File: src/rtl/ahbl_uart_rx_pkg.sv
// ahbl_uart_rx_pkg: register map, status bit positions and receiver state encoding
package ahbl_uart_rx_pkg;

  localparam logic [1:0] REG_DATA   = 2'd0;
  localparam logic [1:0] REG_STATUS = 2'd1;
  localparam logic [1:0] REG_PRESC  = 2'd2;
  localparam logic [1:0] REG_CTRL   = 2'd3;

  localparam int ST_NE   = 0;
  localparam int ST_FULL = 1;
  localparam int ST_OVR  = 2;
  localparam int ST_FE   = 3;

  typedef enum logic [1:0] {
    S_IDLE  = 2'd0,
    S_START = 2'd1,
    S_DATA  = 2'd2,
    S_STOP  = 2'd3
  } rx_state_e;

  function automatic logic [31:0] status_word(input logic ne, input logic full,
                                              input logic ovr, input logic fe);
    logic [31:0] w;
    w = '0;
    w[ST_NE]   = ne;
    w[ST_FULL] = full;
    w[ST_OVR]  = ovr;
    w[ST_FE]   = fe;
    return w;
  endfunction

endpackage

File: src/rtl/ahbl_uart_rx_fifo.sv
// ahbl_uart_rx_fifo: byte FIFO; a pop frees a slot for a push in the same cycle
module ahbl_uart_rx_fifo #(
  parameter int DEPTH = 4,
  localparam int AW = $clog2(DEPTH)
) (
  input  logic          clk,
  input  logic          rst_n,
  input  logic          push,
  input  logic          pop,
  input  logic [7:0]    wdata,
  output logic [7:0]    rdata,
  output logic          empty,
  output logic          full,
  output logic [AW:0]   count
);

  localparam logic [AW:0] PONE = 1;

  logic [7:0]  mem_q [DEPTH];
  logic [AW:0] wr_ptr_q, wr_ptr_d, rd_ptr_q, rd_ptr_d;
  logic        push_ok, pop_ok;

  assign empty   = wr_ptr_q == rd_ptr_q;
  assign full    = (wr_ptr_q[AW] != rd_ptr_q[AW]) && (wr_ptr_q[AW-1:0] == rd_ptr_q[AW-1:0]);
  assign count   = wr_ptr_q - rd_ptr_q;
  assign rdata   = mem_q[rd_ptr_q[AW-1:0]];
  assign pop_ok  = pop & ~empty;
  assign push_ok = push & (~full | pop_ok);

  // advance pointers on accepted push/pop
  always_comb begin
    wr_ptr_d = push_ok ? wr_ptr_q + PONE : wr_ptr_q;
    rd_ptr_d = pop_ok ? rd_ptr_q + PONE : rd_ptr_q;
  end

  // pointer registers
  always_ff @(posedge clk or negedge rst_n) begin
    if (!rst_n) begin
      wr_ptr_q <= '0;
      rd_ptr_q <= '0;
    end else begin
      wr_ptr_q <= wr_ptr_d;
      rd_ptr_q <= rd_ptr_d;
    end
  end

  // storage needs no reset; empty pointers hide stale entries
  always_ff @(posedge clk) begin
    if (push_ok) mem_q[wr_ptr_q[AW-1:0]] <= wdata;
  end

endmodule

File: src/rtl/ahbl_uart_rx.sv
// ahbl_uart_rx: AHB-Lite 8N1 UART receiver with 16x oversampling and a receive FIFO
module ahbl_uart_rx
  import ahbl_uart_rx_pkg::*;
#(
  parameter int          FIFO_DEPTH = 4,
  parameter logic [15:0] PRESC_RST  = 16'd0
) (
  input  logic        HCLK,
  input  logic        HRESETn,
  input  logic [31:0] HADDR,
  input  logic [1:0]  HTRANS,
  input  logic [2:0]  HSIZE,
  input  logic        HWRITE,
  input  logic        HREADY,
  input  logic        HSEL,
  input  logic [31:0] HWDATA,
  output logic        HREADYOUT,
  output logic [31:0] HRDATA,
  input  logic        rx,
  output logic        irq
);

  localparam int AW = $clog2(FIFO_DEPTH);

  logic        act_q, act_d, wr_q, wr_d;
  logic [1:0]  addr_q, addr_d;
  logic [15:0] presc_q, presc_d, pcnt_q, pcnt_d;
  logic        en_q, en_d, ie_q, ie_d, ovr_q, ovr_d, fe_q, fe_d;
  logic        s1_q, s2_q, prev_q;
  rx_state_e   state_q, state_d;
  logic [3:0]  tcnt_q, tcnt_d;
  logic [2:0]  bcnt_q, bcnt_d;
  logic [7:0]  shift_q, shift_d;
  logic        push_q, push_d;
  logic        fe_set, ovr_set, wr_en, rd_en, sts_wr, pop, fall, tick;
  logic [7:0]  head;
  logic        empty, full;
  logic [AW:0] count;
  logic        unused;

  assign unused    = ^{HADDR[31:4], HADDR[1:0], HSIZE, HWDATA[31:16], count};
  assign HREADYOUT = 1'b1;
  assign wr_en     = act_q & wr_q;
  assign rd_en     = act_q & ~wr_q;
  assign sts_wr    = wr_en && addr_q == REG_STATUS;
  assign pop       = rd_en && addr_q == REG_DATA && !empty;
  assign ovr_set   = push_q & full & ~pop;
  assign fall      = prev_q & ~s2_q;
  assign tick      = state_q != S_IDLE && pcnt_q == '0;
  assign irq       = ie_q & ~empty;

  assign HRDATA = !rd_en                 ? '0 :
                  addr_q == REG_DATA     ? (empty ? '0 : {24'd0, head}) :
                  addr_q == REG_STATUS   ? status_word(~empty, full, ovr_q, fe_q) :
                  addr_q == REG_PRESC    ? {16'd0, presc_q} :
                                           {30'd0, ie_q, en_q};

  ahbl_uart_rx_fifo #(.DEPTH(FIFO_DEPTH)) u_fifo (
    .clk   (HCLK),
    .rst_n (HRESETn),
    .push  (push_q),
    .pop   (pop),
    .wdata (shift_q),
    .rdata (head),
    .empty (empty),
    .full  (full),
    .count (count)
  );

  // bus address-phase capture, register writes and sticky error flags
  always_comb begin
    act_d   = HREADY ? (HSEL & HTRANS[1]) : act_q;
    wr_d    = HREADY ? HWRITE : wr_q;
    addr_d  = HREADY ? HADDR[3:2] : addr_q;
    presc_d = (wr_en && addr_q == REG_PRESC) ? HWDATA[15:0] : presc_q;
    en_d    = (wr_en && addr_q == REG_CTRL) ? HWDATA[0] : en_q;
    ie_d    = (wr_en && addr_q == REG_CTRL) ? HWDATA[1] : ie_q;
    ovr_d   = (ovr_q & ~(sts_wr & HWDATA[ST_OVR])) | ovr_set;
    fe_d    = (fe_q & ~(sts_wr & HWDATA[ST_FE])) | fe_set;
  end

  // receive FSM: prescaler reloads only at tick boundaries so PRESC writes never cut a tick short
  always_comb begin
    state_d = state_q;
    tcnt_d  = tcnt_q;
    bcnt_d  = bcnt_q;
    shift_d = shift_q;
    push_d  = 1'b0;
    fe_set  = 1'b0;
    pcnt_d  = (state_q == S_IDLE || pcnt_q == '0) ? presc_q : pcnt_q - 16'd1;
    case (state_q)
      S_IDLE: begin
        tcnt_d = '0;
        bcnt_d = '0;
        if (fall) state_d = S_START;
      end
      S_START: if (tick) begin
        tcnt_d = tcnt_q + 4'd1;
        if (tcnt_q == 4'd7) begin
          tcnt_d  = '0;
          state_d = s2_q ? S_IDLE : S_DATA;
        end
      end
      S_DATA: if (tick) begin
        tcnt_d = tcnt_q + 4'd1;
        if (tcnt_q == 4'd15) begin
          shift_d = {s2_q, shift_q[7:1]};
          bcnt_d  = bcnt_q + 3'd1;
          if (bcnt_q == 3'd7) state_d = S_STOP;
        end
      end
      S_STOP: if (tick) begin
        tcnt_d = tcnt_q + 4'd1;
        if (tcnt_q == 4'd15) begin
          state_d = S_IDLE;
          push_d  = s2_q;
          fe_set  = ~s2_q;
        end
      end
      default: state_d = S_IDLE;
    endcase
    if (!en_q) begin
      state_d = S_IDLE;
      push_d  = 1'b0;
      fe_set  = 1'b0;
    end
  end

  // all top-level state, including the rx synchronizer and FSM
  always_ff @(posedge HCLK or negedge HRESETn) begin
    if (!HRESETn) begin
      act_q   <= 1'b0;
      wr_q    <= 1'b0;
      addr_q  <= '0;
      presc_q <= PRESC_RST;
      en_q    <= 1'b0;
      ie_q    <= 1'b0;
      ovr_q   <= 1'b0;
      fe_q    <= 1'b0;
      s1_q    <= 1'b1;
      s2_q    <= 1'b1;
      prev_q  <= 1'b1;
      state_q <= S_IDLE;
      pcnt_q  <= '0;
      tcnt_q  <= '0;
      bcnt_q  <= '0;
      shift_q <= '0;
      push_q  <= 1'b0;
    end else begin
      act_q   <= act_d;
      wr_q    <= wr_d;
      addr_q  <= addr_d;
      presc_q <= presc_d;
      en_q    <= en_d;
      ie_q    <= ie_d;
      ovr_q   <= ovr_d;
      fe_q    <= fe_d;
      s1_q    <= rx;
      s2_q    <= s1_q;
      prev_q  <= s2_q;
      state_q <= state_d;
      pcnt_q  <= pcnt_d;
      tcnt_q  <= tcnt_d;
      bcnt_q  <= bcnt_d;
      shift_q <= shift_d;
      push_q  <= push_d;
    end
  end

endmodule

File: config.mk
export PLATFORM = sky130hd
export DESIGN_NAME = ahbl_uart_rx
export DESIGN_NICKNAME = d
export VERILOG_FILES = /design/src/rtl/ahbl_uart_rx_pkg.sv /design/src/rtl/ahbl_uart_rx_fifo.sv /design/src/rtl/ahbl_uart_rx.sv
export SDC_FILE = /design/constraint.sdc
export NUM_CORES = 1
export LEC_CHECK = 0
export BUFFER_PORTS_ARGS = -buffer_cell sky130_fd_sc_hd__buf_2
export CAP_MARGIN = 0
export CORE_AREA = 4 4 103 105
export CTS_CLUSTER_DIAMETER = 60
export DETAILED_ROUTE_END_ITERATION = 12
export DIE_AREA = 0 0 107 109
export HOLD_SLACK_MARGIN = 0.08
export PLACE_DENSITY = 0.75
export SLEW_MARGIN = 20
export SYNTH_ARGS = -nofsm -noshare
export SYNTH_HDL_FRONTEND = slang
export SYNTH_SLANG_ARGS = --single-unit
File: constraint.sdc
create_clock -name HCLK -period 2.2 [get_ports HCLK]
set_input_delay 0.44 -clock HCLK [delete_from_list [all_inputs] [get_ports HCLK]]
set_output_delay 0.44 -clock HCLK [all_outputs]
set_load 0.05 [all_outputs]
==> metrics.md, run 1 <==
| Metric | Value |
|---|---|
| RSZ-0062 raised after global routing | true |
| Root Driver | clkbuf_8 |
| DRT met1 WL | 3940 µm |
| Drt wl/cell | 15.8 µm |
| Top-area cell type share of the netlist area | 0.345 |
| # IOs | 109 |
| Slew Viols, Final | 0 |
| Data required, critical path | 1.76 ns |
| Fin area | 0.00589 mm² |
| Fraction of layout cells with a size suffix above 1 | 0.403 |
| Via count | 3,145 |
| Top_reg_cell synth | dfrtp_1 |
| Setup CP Type | reg2out |
| Sequential share of the synthesized area | 0.570 |
| Worst-skew pair later-pin latency | 0.36 ns |
| Syn avg cell area | 12.2 µm² |
| Clock skew | 0.00644 ns |
| WL met3 | 368 µm |
| Placement Cell Area | 0.00532 mm² |
| # port buffers | 41 |
| Status | finished, violations left |
| Cell Pwr Density | 767 mW/mm² |
| List of most frequent post-synthesis cells | 64 x dfrtp_1, 33 x nand2_1, 32 x edfxtp_1 |
| Synth cell types | 44 |
| Power Internal | 3.10 mW |
| Die Footprint | 0.0117 mm² |
| Met2 Wirelength | 5040 µm |
| Clock slew at reported path FFs | 0.09 ns |
| Fin. Hold Viols | 0 |
| Final period util | 1.12 |
| Initial antenna violation count | 0 |
| Worst slew pin tran | 0.623 ns |
| Worst setup margin | -0.270 ns |
| Die width | 107 µm |
| Startpoint Class | flop |
| Hold-fix buffers, CTS | 0 |
| Fmax | 0.405 GHz |
| GR Overflow Total | 0 |
| Leak Pwr | 2.38 nW |
| Nets | 551 |
| Failing checks | setup timing |
| Seq pwr share | 0.545 |
| First-pass GRT wire length | 15,400 µm |
| Residual DRC | 0 |
| Crit path capture type | primary output |
| Die H | 109 µm |
| GPL Wtd Cong | 0.835 |
| Area growth, synth to finish | 27.1% |
| Synth area leader | dfrtp_1 |
| Switching pwr | 1.43 mW |
| DR top layer | met4 |
| Clock sinks | 99 |
| Synth area leaders | dfrtp_1 35%, edfxtp_1 21%, mux2_2 7.3% |
| Tot Pwr | 4.52 mW |
| Initial core utilization | 0.481 |
| WHS | 0.0875 ns |
| Critical R2R Launch | u_fifo.rd_ptr_q[0]$_DFFE_PN0P_ |
| Mapped Cells | 380 |
| CTS Buffer Depth | 2 |
| Vias in the first global route | 3,222 |
| VDD IR max | 0.000362 V |
| Clock share of power | 0.222 |
| CTS Buf Count | 9 |
| Worst min-delay path class | in2async |
| EDFF count, synth | 32 |
| Worst-path maximum fanout | 5 |
| Switching Share | 0.315 |
| Register bit total from synthesis | 99 |
| Post-Route WL | 9560 µm |
| N_diodes | 0 |
| Top-count cell post-synth | dfrtp_1 |
| Max-slew headroom | 0.584 |
| DR vias/cell | 5.21 |
| Max-cap violations | 0 |
| Core Area | 0.00964 mm² |
| YS warnings | 0 |
| Endpoints failing setup | 8 |
| Htree depth | 3 |
| Tmin final | 2.47 ns |
| Pin count of the biggest net entering global routing | 43 |
| DRT iter0 DRCs | 90 |
| Initial DRT Pass Iterations | 5 |
| CTS tree | built |
| Worst Path Arrival | 2.03 ns |
| Tot GR Track Use | 0.169 |
| Remaining antenna violation count after routing | 0 |
| Post-Syn Area | 0.00464 mm² |
| Logic pwr share | 0.233 |
| Async SR Flop Fraction | 0.677 |
| Post-DP HPWL | 6740 µm |
| Worst setup path start | u_fifo.rd_ptr_q[0]$_DFFE_PN0P_ |
| Site Rows | 36 |
-- critical path, stage by stage (launching register included) --
cell and delay [ns]:
dfrtp_2 0.48, xor2_2 0.20, nor3b_2 0.16, buf_4 0.17, buf_6 0.13, nor2b_4 0.05, buf_6 0.11, a22o_4 0.22
buf_8 0.15
-- final timing paths --
path	end	slack, ns	cells after the start
worst min-delay path	presc_q[10]$_DFFE_PN0P_	0.09	1
worst max register to register	u_fifo.wr_ptr_q[2]$_DFFE_PN0P_	0.01	9
worst max-delay path	HRDATA[5]	-0.27	8
worst min register to register	s2_q$_DFF_PN1_	0.36	0
min in group HCLK	s1_q$_DFF_PN1_	0.17	1
max in group asynchronous	u_fifo.rd_ptr_q[0]$_DFFE_PN0P_	1.45	2
-- cell type report --
cell class	instances	area [µm²]
Inverter	12	45.0
Clock buffer	11	131
Clock inverter	5	28.8
Tap cell	133	166
Timing Repair Buffer	91	816
Multi-Input combinational cell	253	2060
Fill cell	737	3750
Sequential cell	99	2650
-- per-layer routing --
layer	vias to the layer above	GRT usage
met3	17	0.0391
met2	61	0.304
li1	1491	-
met1	1576	0.204
met4	0	0.0502
met5	-	0
-- cell usage in the layout, fill, tap and decap left out, drive strengths merged, types with 10 or more instances in the layout --
cell type  instances
edfxtp            32
conb              17
ha                10
o21ai             22
xnor2             15
nor3              12
buf               91
dfrtp             64
nand2             33
nand3             14
mux2              30
nor2              16
and2              12
clkbuf            11
inv               13
-- what timing repair did --
| action | 4_1_cts | 5_1_grt |
|---|---|---|
| hold endpoints to repair | 0 | 0 |
| resized for setup | 54 | 43 |
| pin swaps | 12 | 12 |
| cloned | 0 | 1 |
| setup endpoints to repair | 17 | 59 |
| setup buffers | 4 | 5 |
-- cells by family after synthesis --
| group | Yosys count | synth area share |
|---|---|---|
| adder cells (fa/ha/maj) | 10 | 0.0270 |
| XOR/XNOR | 20 | 0.0378 |
| AND/OR/NAND/NOR | 120 | 0.134 |
| other | 2 | 0.00162 |
| buffers and inverters | 43 | 0.0499 |
| AO/OA/AOI/OAI | 46 | 0.0642 |
| flip-flops | 99 | 0.570 |
| multiplexers | 40 | 0.116 |
-- state kept, by name, summed over array words and instances, names as in the netlist, 2 cells and up --
signal,flops
shift_q,8
presc_q,16
bcnt_q,3
u_fifo.rd_ptr_q,3
u_fifo.wr_ptr_q,3
addr_q,2
pcnt_q,16
state_q,2
tcnt_q,4
u_fifo.mem_q,32
-- per-stage QoR --
| stage | setup TNS [ns] | util | std cells | worst slack (ns) |
|---|---|---|---|---|
| floorplan | -0.0519 | - | 395 | -0.0484 |
| finish | -2.00 | 0.611 | 604 | -0.270 |
| detailed placement | -0.175 | 0.552 | 580 | -0.0508 |
| CTS | -2.05 | 0.592 | 599 | -0.288 |
| global route | -8.13 | 0.611 | 604 | -0.385 |
| global placement | -0.104 | 0.552 | 580 | -0.0417 |
-- power by group through the flow --
stage | Clock (mW) | Combinational, mW | Sequential [mW]
after floorplan | 0 | 0.745 | 2.41
after global placement | 0 | 0.960 | 2.46
after detailed placement | 0 | 0.991 | 2.49
after CTS | 1.03 | 1.02 | 2.45
after global routing | 1.11 | 1.17 | 2.51
final | 1.00 | 1.05 | 2.47
(Power assumes the default switching activity.)
==> run 2: changes to the inputs <==
--- a/config.mk
+++ b/config.mk
@@ -11,8 +11,10 @@
 export CTS_CLUSTER_DIAMETER = 60
 export DETAILED_ROUTE_END_ITERATION = 12
 export DIE_AREA = 0 0 107 109
+export GPL_TIMING_DRIVEN = 0
 export HOLD_SLACK_MARGIN = 0.08
 export PLACE_DENSITY = 0.75
+export REMOVE_ABC_BUFFERS = 1
 export SLEW_MARGIN = 20
 export SYNTH_ARGS = -nofsm -noshare
 export SYNTH_HDL_FRONTEND = slang
==> metrics.md, run 2 (synthesized netlist as in run 1, its figures left out) <==
| Metric | Value |
|---|---|
| Nets | 533 (-3.3%) |
| DP Worst Slack | -0.707 ns (-0.656 ns) |
| First-pass GRT wire length | 15,600 µm (+1.3%) |
| Worst min-delay path class | in2reg |
| Clock slew at reported path FFs | 0.09 ns (about the same) |
| Residual DRC | 0 (unchanged) |
| Layout Utilization | 0.595 (-0.0166) |
| Remaining antenna violation count after routing | 0 (unchanged) |
| Fin area | 0.00573 mm² (-2.7%) |
| Setup TNS | -2.81 ns (-0.813 ns) |
| Tmin final | 2.67 ns (+0.204 ns) |
| # port buffers | 41 (unchanged) |
| Status | finished, violations left |
| Leak Pwr | 2.30 nW (-3.6%) |
| Clock sinks | 99 (unchanged) |
| Max-cap violations | 0 (unchanged) |
| Initial DRT Pass Iterations | 5 (unchanged) |
| Root Driver | clkbuf_8 |
| Fmax | 0.374 GHz (-7.6%) |
| Worst slew pin tran | 0.508 ns (-0.115 ns) |
| Post-Route WL | 10,100 µm (+5.5%) |
| Slew Viols, Final | 0 (unchanged) |
| Initial antenna violation count | 0 (unchanged) |
| Htree depth | 3 (unchanged) |
| CTS Buffer Depth | 2 (unchanged) |
| VDD IR max | 0.000337 V (-6.9%) |
| Worst-path maximum fanout | 7 (+2) |
| Die Footprint | 0.0117 mm² (unchanged) |
| N_diodes | 0 (unchanged) |
| CTS tree | built |
| Site Rows | 36 (unchanged) |
| Largest register FFs | 32 (unchanged) |
| Data required, critical path | 1.76 ns (about the same) |
| Startpoint Class | flop |
| Initial core utilization | 0.481 (unchanged) |
| Vias in the first global route | 3,254 (+0.99%) |
| Pin count of the biggest net entering global routing | 50 (+16%) |
| Worst R2R Setup Slack | 0.03 ns (+0.02 ns) |
| DR vias/cell | 5.39 (+3.6%) |
| DRT iter0 DRCs | 119 (+32%) |
| Core Area | 0.00964 mm² (unchanged) |
| Worst setup margin | -0.473 ns (-0.204 ns) |
| Die width | 107 µm (unchanged) |
| Worst Path Arrival | 2.23 ns (+0.20 ns) |
| Placement Cell Area | 0.00494 mm² (-7.2%) |
| Fraction of layout cells with a size suffix above 1 | 0.386 (-0.0171) |
| FILL cells | 744 (+0.95%) |
| Worst-skew pair later-pin latency | 0.37 ns (about the same) |
| Cell Pwr Density | 788 mW/mm² (+2.7%) |
| Fin. Hold Viols | 0 (unchanged) |
| Crit path capture type | primary output |
| # IOs | 109 (unchanged) |
| Setup CP Type | reg2out |
| Commonest non-fill, non-tap cell in the layout | dfrtp_1 |
| Post-DP HPWL | 6330 µm (-6.0%) |
| Final period util | 1.22 (+0.0926) |
| Via count | 3,161 (+0.51%) |
| Tot GR Track Use | 0.174 (+0.00468) |
| GR Overflow Total | 0 (unchanged) |
| CTS Buf Count | 9 (unchanged) |
| GPL Wtd Cong | 0.802 (-3.9%) |
| Die H | 109 µm (unchanged) |
| Drt wl/cell | 17.2 µm (+8.7%) |
| Endpoints failing setup | 9 (+1) |
| Area growth, synth to finish | 23.7% |
| Failing checks | setup timing |
| Most frequent cells in the layout | 57 x dfrtp_1, 32 x edfxtp_1, 31 x nand2_1 |
| RSZ-0062 raised after global routing | true |
| Max-slew headroom | 0.660 (+0.0760) |
| Clock skew | 0.00795 ns (+0.00151 ns) |
## run 2: layer usage
metal	vias up	GRT usage	routed length, µm	share of wire
li1	1457	-	-	-
met1	1590	0.189	3760	0.37
met2	87	0.318	5590	0.55
met3	27	0.0409	407	0.040
met4	0	0.0877	323	0.032
met5	-	0	0	0
## run 2: report_power, final
| group | leakage [nW] | switching, mW | internal [mW] |
|---|---|---|---|
| Sequential | 1.05 | 0.306 | 2.19 |
| Combinational | 1.16 | 0.521 | 0.454 |
| Clock | 0.0839 | 0.630 | 0.419 |
| Total | 2.30 | 1.46 | 3.06 |
## run 2: final cells by class
type	instances	area, µm²	share of cell area
inverters	12	45.0	0.00786
well taps	133	166	0.0290
multi-input cells	253	2080	0.362
repair buffers	73	619	0.108
clock buffers	11	131	0.0229
flip-flops and latches	99	2660	0.463
clock inverters	5	38.8	0.00677
## run 2: repair_timing
action	in CTS	in global routing
endpoints found under the hold margin	18	0
pin swaps	7	8
hold buffers	1	0
endpoints found under the setup margin	101	62
gates resized for setup	68	31
setup buffers	14	17
## run 2: final timing paths
check / from / to / cells after the start
max: u_fifo.rd_ptr_q[0]$_DFFE_PN0P_ / HRDATA[2] / 6
min: rx / s1_q$_DFF_PN1_ / 1
max reg2reg: pcnt_q[12]$_DFF_PN0_ / tcnt_q[0]$_DFFE_PN0P_ / 5
min reg2reg: s1_q$_DFF_PN1_ / s2_q$_DFF_PN1_ / 0
max in group asynchronous: HRESETn / prev_q$_DFF_PN1_ / 3
min in group asynchronous: HRESETn / tcnt_q[3]$_DFFE_PN0P_ / 2
## run 2: metrics by stage
step	total power [mW]	hold slack, ns	cells
finish	4.52	0.166	586
global route	4.77	0.146	586
CTS	4.47	0.157	571
detailed placement	3.37	0.340	540
global placement	3.28	0.347	538
floorplan	3.09	0.144	364
## run 2: worst max-delay path: stages (launching register included)
cell and delay [ns]:
dfrtp_4 0.56, buf_6 0.14, mux4_2 0.35, nor3b_4 0.20, a221oi_2 0.06, a211oi_2 0.34
buf_6 0.21
==> run 3: changes to the inputs <==
--- a/config.mk
+++ b/config.mk
@@ -14,6 +14,7 @@
 export GPL_TIMING_DRIVEN = 0
 export HOLD_SLACK_MARGIN = 0.08
 export PLACE_DENSITY = 0.75
+export RECOVER_POWER = 100
 export REMOVE_ABC_BUFFERS = 1
 export SLEW_MARGIN = 20
 export SYNTH_ARGS = -nofsm -noshare
==> metrics.md, run 3 (synthesized netlist as in run 1, its figures left out) <==
| Metric | Value |
|---|---|
| Status | finished, violations left |
| Failing checks | setup timing |
| Startpoint Class | flop |
| Endpoints failing setup | 9 (unchanged) |
| Tot Pwr | 4.51 mW (about the same) |
| Setup CP Type | reg2out |
| CTS tree | built |
| Cell Pwr Density | 788 mW/mm² (about the same) |
| FILL cells | 746 (+0.27%) |
| Worst min-delay path class | in2reg |
| Initial antenna violation count | 0 (unchanged) |
| Drt wl/cell | 17.2 µm (about the same) |
| Layout Utilization | 0.594 (about the same) |
| Largest register FFs | 32 (unchanged) |
| Critical R2R Launch | pcnt_q[12]$_DFF_PN0_ |
| Htree depth | 3 (unchanged) |
| Post-DP HPWL | 6330 µm (unchanged) |
| Fin area | 0.00573 mm² (about the same) |
| # port buffers | 41 (unchanged) |
| Tot GR Track Use | 0.174 (unchanged) |
| Hold wc startpoint | rx |
| Residual DRC | 0 (unchanged) |
| CTS Buf Count | 9 (unchanged) |
| Met2 Wirelength | 5590 µm (about the same) |
| Leak Pwr | 2.29 nW (-0.18%) |
| Worst Path Arrival | 2.23 ns (about the same) |
| Max-cap violations | 0 (unchanged) |
| WL met3 | 403 µm (-0.98%) |
| Core Area | 0.00964 mm² (unchanged) |
| DR vias/cell | 5.40 (about the same) |
| Reg area | 0.00266 mm² (unchanged) |
| Final period util | 1.22 (about the same) |
| Clock skew | 0.00835 ns (+0.000395 ns) |
| DP Worst Slack | -0.707 ns (unchanged) |
| Cells after DPL | 540 (unchanged) |
| Worst R2R Setup Slack | 0.03 ns (about the same) |
| Worst-skew pair later-pin latency | 0.37 ns (about the same) |
| Slew Viols, Final | 0 (unchanged) |
| Setup TNS | -2.81 ns (-0.000880 ns) |
| Clock sinks | 99 (unchanged) |
| Remaining antenna violation count after routing | 0 (unchanged) |
| Via count | 3,162 (+0.032%) |
| Clock slew at reported path FFs | 0.09 ns (about the same) |
| Die width | 107 µm (unchanged) |
| Fmax | 0.374 GHz (about the same) |
| Worst slew pin tran | 1.14 ns (+0.629 ns) |
| Post-Route WL | 10,100 µm (about the same) |
| Fraction of layout cells with a size suffix above 1 | 0.382 (-0.00442) |
| DRT iter0 DRCs | 117 (-1.7%) |
| Fin. Hold Viols | 0 (unchanged) |
| Site Rows | 36 (unchanged) |
| Pin count of the biggest net entering global routing | 50 (unchanged) |
| GR Overflow Total | 0 (unchanged) |
| Tmin final | 2.67 ns (+0.00102 ns) |
| Hold Crit Depth | 1 (unchanged) |
| # IOs | 109 (unchanged) |
| VDD IR max | 0.000337 V (about the same) |
| R2R Path End | tcnt_q[0]$_DFFE_PN0P_ |
| WHS | 0.167 ns (+0.000909 ns) |
| Root Driver | clkbuf_8 |
| Nets | 533 (unchanged) |
| Die Footprint | 0.0117 mm² (unchanged) |
| RSZ-0062 raised after global routing | true |
| First-pass GRT wire length | 15,600 µm (unchanged) |
| R2R cell count | 5 (unchanged) |
| Max-slew headroom | 0.242 (-0.418) |
| Multi-input gate area | 0.00208 mm² (unchanged) |
| DRT met1 WL | 3770 µm (+0.35%) |
| Worst setup margin | -0.474 ns (-0.00102 ns) |
| CTS Buffer Depth | 2 (unchanged) |
| Final cell count without fillers | 586 (unchanged) |
| Area growth, synth to finish | 23.6% (about the same) |
| Initial core utilization | 0.481 (unchanged) |
| Crit path capture type | primary output |
| Worst-path maximum fanout | 7 (unchanged) |
| Commonest non-fill, non-tap cell in the layout | dfrtp_1 |
| Initial DRT Pass Iterations | 5 (unchanged) |
| Placement Cell Area | 0.00494 mm² (unchanged) |
| DR top layer | met4 |
| N_diodes | 0 (unchanged) |
| Die H | 109 µm (unchanged) |
| Vias in the first global route | 3,254 (unchanged) |
| Worst hold path endpoint | s1_q$_DFF_PN1_ |
| GPL Wtd Cong | 0.802 (unchanged) |
| Data required, critical path | 1.76 ns (about the same) |
| Most frequent cells in the layout | 57 x dfrtp_1, 32 x edfxtp_1, 31 x nand2_1 |
[run 3: power breakdown]
part	total [mW]	switching [mW]	internal, mW
sequential	2.49	0.306	2.19
clock	1.05	0.630	0.418
combinational	0.974	0.521	0.453
total	4.51	1.46	3.06
[run 3: how the worst max path moves through the flow]
stage	from	to	slack, ns	cells after the start
after floorplan	u_fifo.rd_ptr_q[0]$_DFFE_PN0P_	HRDATA[2]	-0.75	5
after global placement	pcnt_q[12]$_DFF_PN0_	pcnt_q[14]$_DFF_PN0_	-0.99	4
after detailed placement	u_fifo.rd_ptr_q[0]$_DFFE_PN0P_	HRDATA[1]	-0.71	6
after CTS	u_fifo.rd_ptr_q[0]$_DFFE_PN0P_	HRDATA[2]	-0.33	5
after global routing	u_fifo.rd_ptr_q[0]$_DFFE_PN0P_	HRDATA[2]	-0.55	6
final	u_fifo.rd_ptr_q[0]$_DFFE_PN0P_	HRDATA[2]	-0.47	6
[run 3: repair_timing]
item | 4_1_cts | 5_1_grt
hold endpoints to repair | 18 | 0
buffers inserted | 14 | 17
pin swaps | 7 | 8
setup endpoints to repair | 101 | 62
hold buffers | 1 | 0
gates resized for setup | 68 | 31
gates cloned | 0 | 0
[run 3: worst max-delay path, cell delays in order, from the launching register on]
cell and delay (ns):
dfrtp_4 0.56, buf_6 0.14, mux4_2 0.35, nor3b_4 0.20, a221oi_2 0.06, a211oi_2 0.34
buf_6 0.21
[run 3: layout make-up]
cell class,count,area share
clock buffer,11,0.0229
clock inverter,5,0.00677
multi-input combinational,253,0.363
timing repair buffer,73,0.107
sequential,99,0.463
inverter,12,0.00786
tap,133,0.0290
[run 3: routing by layer]
layer  vias up  global-route usage
li1       1457                   -
met1      1588               0.189
met2        90               0.318
met3        27              0.0409
met4         0              0.0877
met5         -                   0
